`config.mk`:
```
export PLATFORM = sky130hd
export DESIGN_NAME = ex_mem_pipe_buffer
export DESIGN_NICKNAME = d
export VERILOG_FILES = /design/src/rtl/ex_mem_pipe_buffer_pkg.sv /design/src/rtl/ex_mem_pipe_buffer_payload_reg.sv /design/src/rtl/ex_mem_pipe_buffer.sv
export SDC_FILE = /design/constraint.sdc
export NUM_CORES = 1
export LEC_CHECK = 0
export ABC_AREA = 1
export CAP_MARGIN = 20
export CORE_UTILIZATION = 30
export DETAILED_ROUTE_END_ITERATION = 12
export GPL_TIMING_DRIVEN = 0
export SYNTH_ARGS = -nofsm -noshare
export SYNTH_HDL_FRONTEND = slang
export SYNTH_SLANG_ARGS = --single-unit
```
`constraint.sdc`:
```
create_clock -name clock -period 2.9 [get_ports clock]
set_clock_uncertainty 0.15 [all_clocks]
set_input_delay 0.725 -clock clock [delete_from_list [all_inputs] [get_ports clock]]
set_output_delay 0.725 -clock clock [all_outputs]
set_load 0.01 [all_outputs]
```
`src/rtl/ex_mem_pipe_buffer_pkg.sv`:
```
// ============================================================================
// Module : ex_mem_pipe_buffer_pkg
// Brief  : Shared constants and state encoding for the EX->MEM pipe buffer.
// Rev    : 1.0  initial release
// ============================================================================
`default_nettype none

package ex_mem_pipe_buffer_pkg;

  localparam logic ENABLE  = 1'b1;
  localparam logic DISABLE = 1'b0;

  localparam int REGS_ADDR_WIDTH = 5;
  localparam int REGS_DATA_WIDTH = 32;

  localparam logic [REGS_DATA_WIDTH-1:0] ZERO_WORD = '0;

  typedef enum logic [1:0] {
    BUF_EMPTY = 2'd0,
    BUF_ONE   = 2'd1,
    BUF_FULL  = 2'd2
  } buf_state_e;

endpackage

`default_nettype wire

```
`src/rtl/ex_mem_pipe_buffer_payload_reg.sv`:
```
// ============================================================================
// Module : pipe_payload_reg
// Brief  : One payload register with load-enable; clear wins over load.
// Rev    : 1.0  initial release
// ============================================================================
`default_nettype none

module pipe_payload_reg #(
  parameter int WIDTH = 8
) (
  input  logic             clock,
  input  logic             clear,
  input  logic             load,
  input  logic [WIDTH-1:0] d_in,
  output logic [WIDTH-1:0] q_out
);

  logic [WIDTH-1:0] data_d;
  logic [WIDTH-1:0] data_q;

  always_comb begin
    data_d = data_q;
    if (clear) begin
      data_d = '0;
    end else if (load) begin
      data_d = d_in;
    end
  end

  always_ff @(posedge clock) begin
    data_q <= data_d;
  end

  assign q_out = data_q;

endmodule

`default_nettype wire

```
`src/rtl/ex_mem_pipe_buffer.sv`:
```
// ============================================================================
// Module : ex_mem_pipe_buffer
// Brief  : EX->MEM pipeline register with 2-entry skid, flush and stall count.
// Rev    : 1.0  initial release
// ============================================================================
`default_nettype none

module ex_mem_pipe_buffer
  import ex_mem_pipe_buffer_pkg::*;
#(
  parameter int ADDR_WIDTH      = REGS_ADDR_WIDTH,
  parameter int DATA_WIDTH      = REGS_DATA_WIDTH,
  parameter bit HILO_EN         = 1'b1,
  parameter int STALL_CNT_WIDTH = 16
) (
  input  logic                       clock,
  input  logic                       reset,
  input  logic                       flush,
  input  logic                       ex_valid,
  output logic                       ex_ready,
  input  logic                       ex_write_enable,
  input  logic [ADDR_WIDTH-1:0]      ex_write_addr,
  input  logic [DATA_WIDTH-1:0]      ex_write_data,
  input  logic                       ex_hilo_enable,
  input  logic [DATA_WIDTH-1:0]      ex_hi,
  input  logic [DATA_WIDTH-1:0]      ex_lo,
  output logic                       mem_valid,
  input  logic                       mem_ready,
  output logic                       mem_write_enable,
  output logic [ADDR_WIDTH-1:0]      mem_write_addr,
  output logic [DATA_WIDTH-1:0]      mem_write_data,
  output logic                       mem_hilo_enable,
  output logic [DATA_WIDTH-1:0]      mem_hi,
  output logic [DATA_WIDTH-1:0]      mem_lo,
  output logic [1:0]                 occupancy,
  output logic [STALL_CNT_WIDTH-1:0] stall_cycles
);

  // Payload layout, LSB first: lo, hi, hilo_enable, data, addr, write_enable.
  localparam int HI_LSB = DATA_WIDTH;
  localparam int HE_BIT = 2 * DATA_WIDTH;
  localparam int D_LSB  = HE_BIT + 1;
  localparam int A_LSB  = D_LSB + DATA_WIDTH;
  localparam int WE_BIT = A_LSB + ADDR_WIDTH;
  localparam int PAY_W  = WE_BIT + 1;

  buf_state_e                 state_q, state_d;
  logic                       ex_ready_q, mem_valid_q;
  logic [1:0]                 occupancy_q;
  logic [STALL_CNT_WIDTH-1:0] stall_q, stall_d;

  logic [PAY_W-1:0] ex_pay, head_in, head_q, skid_q;
  logic             push, pop;
  logic             head_load, head_clr, head_from_skid;
  logic             skid_load, skid_clr;

  generate
    if (HILO_EN) begin : g_hilo_on
      assign ex_pay = {ex_write_enable, ex_write_addr, ex_write_data,
                       ex_hilo_enable, ex_hi, ex_lo};
      assign mem_hilo_enable = head_q[HE_BIT] & mem_valid_q;
      assign mem_hi          = head_q[HI_LSB +: DATA_WIDTH];
      assign mem_lo          = head_q[0 +: DATA_WIDTH];
    end else begin : g_hilo_off
      // HI/LO bits stay constant zero, so their flops collapse in synthesis.
      assign ex_pay = {ex_write_enable, ex_write_addr, ex_write_data,
                       1'b0, {(2 * DATA_WIDTH){1'b0}}};
      assign mem_hilo_enable = 1'b0;
      assign mem_hi          = '0;
      assign mem_lo          = '0;
    end
  endgenerate

  assign push = ex_valid & ex_ready_q;
  assign pop  = mem_valid_q & mem_ready;

  always_comb begin
    state_d        = state_q;
    head_load      = 1'b0;
    head_clr       = 1'b0;
    head_from_skid = 1'b0;
    skid_load      = 1'b0;
    skid_clr       = 1'b0;
    if (reset == ENABLE || flush) begin
      state_d  = BUF_EMPTY;
      head_clr = 1'b1;
      skid_clr = 1'b1;
    end else begin
      case (state_q)
        BUF_EMPTY: if (push) begin
          state_d   = BUF_ONE;
          head_load = 1'b1;
        end
        BUF_ONE: begin
          if (push && pop) begin
            head_load = 1'b1;
          end else if (push) begin
            state_d   = BUF_FULL;
            skid_load = 1'b1;
          end else if (pop) begin
            state_d  = BUF_EMPTY;
            head_clr = 1'b1;
          end
        end
        BUF_FULL: if (pop) begin
          state_d        = BUF_ONE;
          head_load      = 1'b1;
          head_from_skid = 1'b1;
          skid_clr       = 1'b1;
        end
        default: begin
          state_d  = BUF_EMPTY;
          head_clr = 1'b1;
          skid_clr = 1'b1;
        end
      endcase
    end
  end

  always_comb begin
    stall_d = stall_q;
    if (mem_valid_q && !mem_ready && (stall_q != {STALL_CNT_WIDTH{1'b1}})) begin
      stall_d = stall_q + 1'b1;
    end
  end

  assign head_in = head_from_skid ? skid_q : ex_pay;

  always_ff @(posedge clock) begin
    if (reset == ENABLE) begin
      state_q     <= BUF_EMPTY;
      ex_ready_q  <= 1'b1;
      mem_valid_q <= 1'b0;
      occupancy_q <= 2'd0;
      stall_q     <= '0;
    end else begin
      state_q     <= state_d;
      ex_ready_q  <= (state_d != BUF_FULL);
      mem_valid_q <= (state_d != BUF_EMPTY);
      occupancy_q <= (state_d == BUF_FULL) ? 2'd2 :
                     (state_d == BUF_ONE)  ? 2'd1 : 2'd0;
      stall_q     <= stall_d;
    end
  end

  pipe_payload_reg #(.WIDTH(PAY_W)) u_head (
    .clock (clock),
    .clear (head_clr),
    .load  (head_load),
    .d_in  (head_in),
    .q_out (head_q)
  );

  pipe_payload_reg #(.WIDTH(PAY_W)) u_skid (
    .clock (clock),
    .clear (skid_clr),
    .load  (skid_load),
    .d_in  (ex_pay),
    .q_out (skid_q)
  );

  assign ex_ready         = ex_ready_q;
  assign mem_valid        = mem_valid_q;
  assign mem_write_enable = head_q[WE_BIT] & mem_valid_q;
  assign mem_write_addr   = head_q[A_LSB +: ADDR_WIDTH];
  assign mem_write_data   = head_q[D_LSB +: DATA_WIDTH];
  assign occupancy        = occupancy_q;
  assign stall_cycles     = stall_q;

endmodule

`default_nettype wire

```
==> flow_metrics.py <==
metrics = {
    "synth": {
        "synth_area_leaders": "dfxtp_1, nand2_1, a21oi_1",
        "synth-seq-cells": 228,
        "synth_xor_xnor_area_share_pct": 0.504,
        "synth_cells": 1484,
        "synth_compound_area_share_pct": 13.8,
        "syn_area_um2": 10400,
        "yosys.cell_types.count": 27,
        "avgSynthCellArea_um2": 7.03,
        "synth-edff-count": 0,
        "yosys.area.top_type": "dfxtp_1",
        "yosysSeqAreaShare_pct": 43.8,
        "synth_adder_area_share_pct": 0.120,
        "yosysMostFrequentCell": "nand2_1",
        "synth_ff_type": "dfxtp_1",
        "muxShareOfSynthArea_pct": 0,
        "synth_top_family_by_area": "simple AND/OR/NAND/NOR gates",
        "synthSimpleGateAreaFrac_pct": 27.8,
        "synth_top_area_share_pct": 43.8,
        "ys_async_sr_fraction_pct": 0,
        "yosys_warnings": 0,
        "syn-num-nets": 1593,
        "synth_common_cells": "nand2_1, dfxtp_1, a21oi_1, buf_4, nand3_1",
    },
    "timing": {
        "drv_slew": 0,
        "finalSetupViolations": 0,
        "whs_ns": 0.305,
        "tightest_slew_ns": 0.619,
        "post-route-min-period_ns": 2.69,
        "fin_crit_sh_pct": 92.8,
        "finalHoldViolCount": 0,
        "relSlewSlack_pct": 58.5,
        "max_freq_ghz": 0.372,
        "rsz0062_at_grt": "no",
    },
    "grt": {
        "grt_pass1_wl_mm": 48.8,
        "grt_pass1_vias": 9425,
        "antenna_found_initial": 2,
        "track_usage_pct": 16.9,
        "overflow": 0,
        "grt_max_degree": 14,
    },
    "worst_setup_path": {
        "required_ns": 3.14,
        "start_kind": "input port",
        "reg2reg_slack_ns": 0.52,
        "worst-setup-path-type": "input port to flip-flop",
        "r2r_start": "mem_valid$_SDFF_PP0_",
        "rr_endpoint": "u_head.q_out[101]$_SDFFE_PP0P_",
        "cp_data_arrival_time_ns": 2.93,
        "reg2reg_depth": 8,
        "crit_path_max_fanout": 10,
        "endpoint_kind": "flip-flop",
    },
    "floorplan": {
        "rows": 67,
        "die_y_um": 188,
        "die_area_um2": 35500,
        "initial_core_util_pct": 30.8,
        "core_area_um2": 33900,
        "fp.dieW_um": 188,
        "io_pins": 231,
    },
    "worst_hold_path": {
        "min_to": "u_skid.q_out[93]$_SDFFE_PP0P_",
        "hold_start": "u_skid.q_out[93]$_SDFFE_PP0P_",
        "min_path_cells": 2,
        "hold_path_class": "flip-flop to flip-flop",
    },
    "layout": {
        "finalNonFillerCells": 2210,
        "finish.instance_area_um2": 14100,
        "area_growth_pct": 35.3,
        "final_nets": 1852,
        "drive_gt1_share_pct": 11.6,
        "postLayoutCoreUtil_pct": 41.7,
    },
    "clock_network": {
        "post_cts_buffers": 0,
        "clockBufferDepth": 3,
        "cts.clk_slew.worst_paths_ns": 0.06,
        "cts_root_buf": "clkbuf_16",
        "clk_latency_ns": 0.53,
        "cts_resized": 0,
        "cts_tree": "done",
        "clock-sinks": 228,
        "h-tree-depth": 1,
        "cts_made_buffers": 27,
        "holdBufCountCts": 0,
    },
    "drt": {
        "drtAntennaViolNets": 0,
        "vias_per_cell": 4.56,
        "finalWirelength_mm": 30.7,
        "drt_iter0_drc": 555,
        "via_count": 10100,
        "drt_pass1_iterations": 6,
        "route.detailed.drc": 0,
        "wire_per_inst_um": 13.9,
    },
    "power": {
        "power_leakage_nw": 5.29,
        "p_total_w": 0.00688,
        "powerDensity_nw_per_um2": 487,
        "vdd_drop_max_v": 0.000369,
    },
    "place": {
        "placed_area_um2": 13300,
        "hpwlAfterDp_mm": 22.1,
        "placedCellCount": 2162,
        "gp_congestion": 0.850,
        "io_buffers": 230,
    },
    "run": {
        "max_cap_violations": 0,
    },
    "outcome": {
        "status": "finished, final reports clean",
    },
}
## metal layers
| layer | wire length [um] | vias up | share of wire (%) | GRT usage [%] |
|---|---|---|---|---|
| met5 | 13 | - | 0.042 | 0 |
| met4 | 427 | 2 | 1.4 | 3.19 |
| met3 | 2170 | 37 | 7.1 | 3.65 |
| met2 | 14100 | 302 | 46 | 28.0 |
| met1 | 14000 | 4574 | 45 | 22.6 |
| li1 | - | 5166 | - | - |
## power by group
part | leakage [nW] | switching, W | total, W | internal, W
Clock | 0.403 | 0.00130 | 0.00313 | 0.00183
Combinational | 3.05 | 0.000290 | 0.000563 | 0.000274
Sequential | 1.84 | 0.0000169 | 0.00318 | 0.00316
Total | 5.29 | 0.00161 | 0.00688 | 0.00527
## critical path: stages
cell             delay (ns)
clkdlybuf4s50_1        0.54
nor2_1                 0.09
buf_2                  0.25
o21ai_1                0.39
buf_2                  0.45
clkbuf_1               0.39
a21oi_1                0.09
## cells by family after synthesis
family / Yosys count
AOI/OAI and AO/OA: 261
xor gates and xnor gates: 6
adders and majority gates: 1
buffers and inverters: 253
DFF: 228
and+or+nand+nor: 735
## worst max-delay path by stage
stage	from	endpoint
final	reset	u_head.q_out[58]$_SDFFE_PP0P_
after global routing	reset	u_head.q_out[65]$_SDFFE_PP0P_
after CTS	reset	u_head.q_out[63]$_SDFFE_PP0P_
after detailed placement	reset	u_head.q_out[62]$_SDFFE_PP0P_
after global placement	reset	u_head.q_out[65]$_SDFFE_PP0P_
after floorplan	flush	u_head.q_out[29]$_SDFFE_PP0P_
## metrics by stage
| step | TNS (ns) | setup WS [ns] |
|---|---|---|
| global placement | -45.69 | -0.367 |
| detailed placement | -46.04 | -0.366 |
| floorplan | 0 | 0.874 |
| global route | 0 | 0.0515 |
| CTS | 0 | 0.187 |
| finish | 0 | 0.209 |
## layout make-up
| cell class | count | area (um^2) |
|---|---|---|
| fill | 3446 | 19800 |
| sequential | 228 | 4560 |
| multi-input combinational | 1003 | 4400 |
| timing repair buffer | 230 | 2300 |
| buffer | 199 | 1260 |
| clock buffer | 41 | 778 |
| tap | 448 | 561 |
| inverter | 54 | 203 |
| clock inverter | 6 | 33.8 |
| antenna | 1 | 2.50 |
## cell usage in the layout, fill, tap and decap left out, types with 33 or more instances in the layout
cell	n
nand2_1	579
clkdlybuf4s50_1	230
dfxtp_1	228
a21oi_1	177
buf_4	109
nand3_1	80
nor2_1	63
clkbuf_1	58
inv_1	52
o21ai_0	36
a211oi_1	33
## state kept, by name (all words and copies together), names as in the netlist
register	count
u_head.q_out	103
stall_cycles	16
u_skid.q_out	103
mem_valid	1
occupancy	2
state_q	2
ex_ready	1
Note: power is estimated with default switching activity, not from simulation.
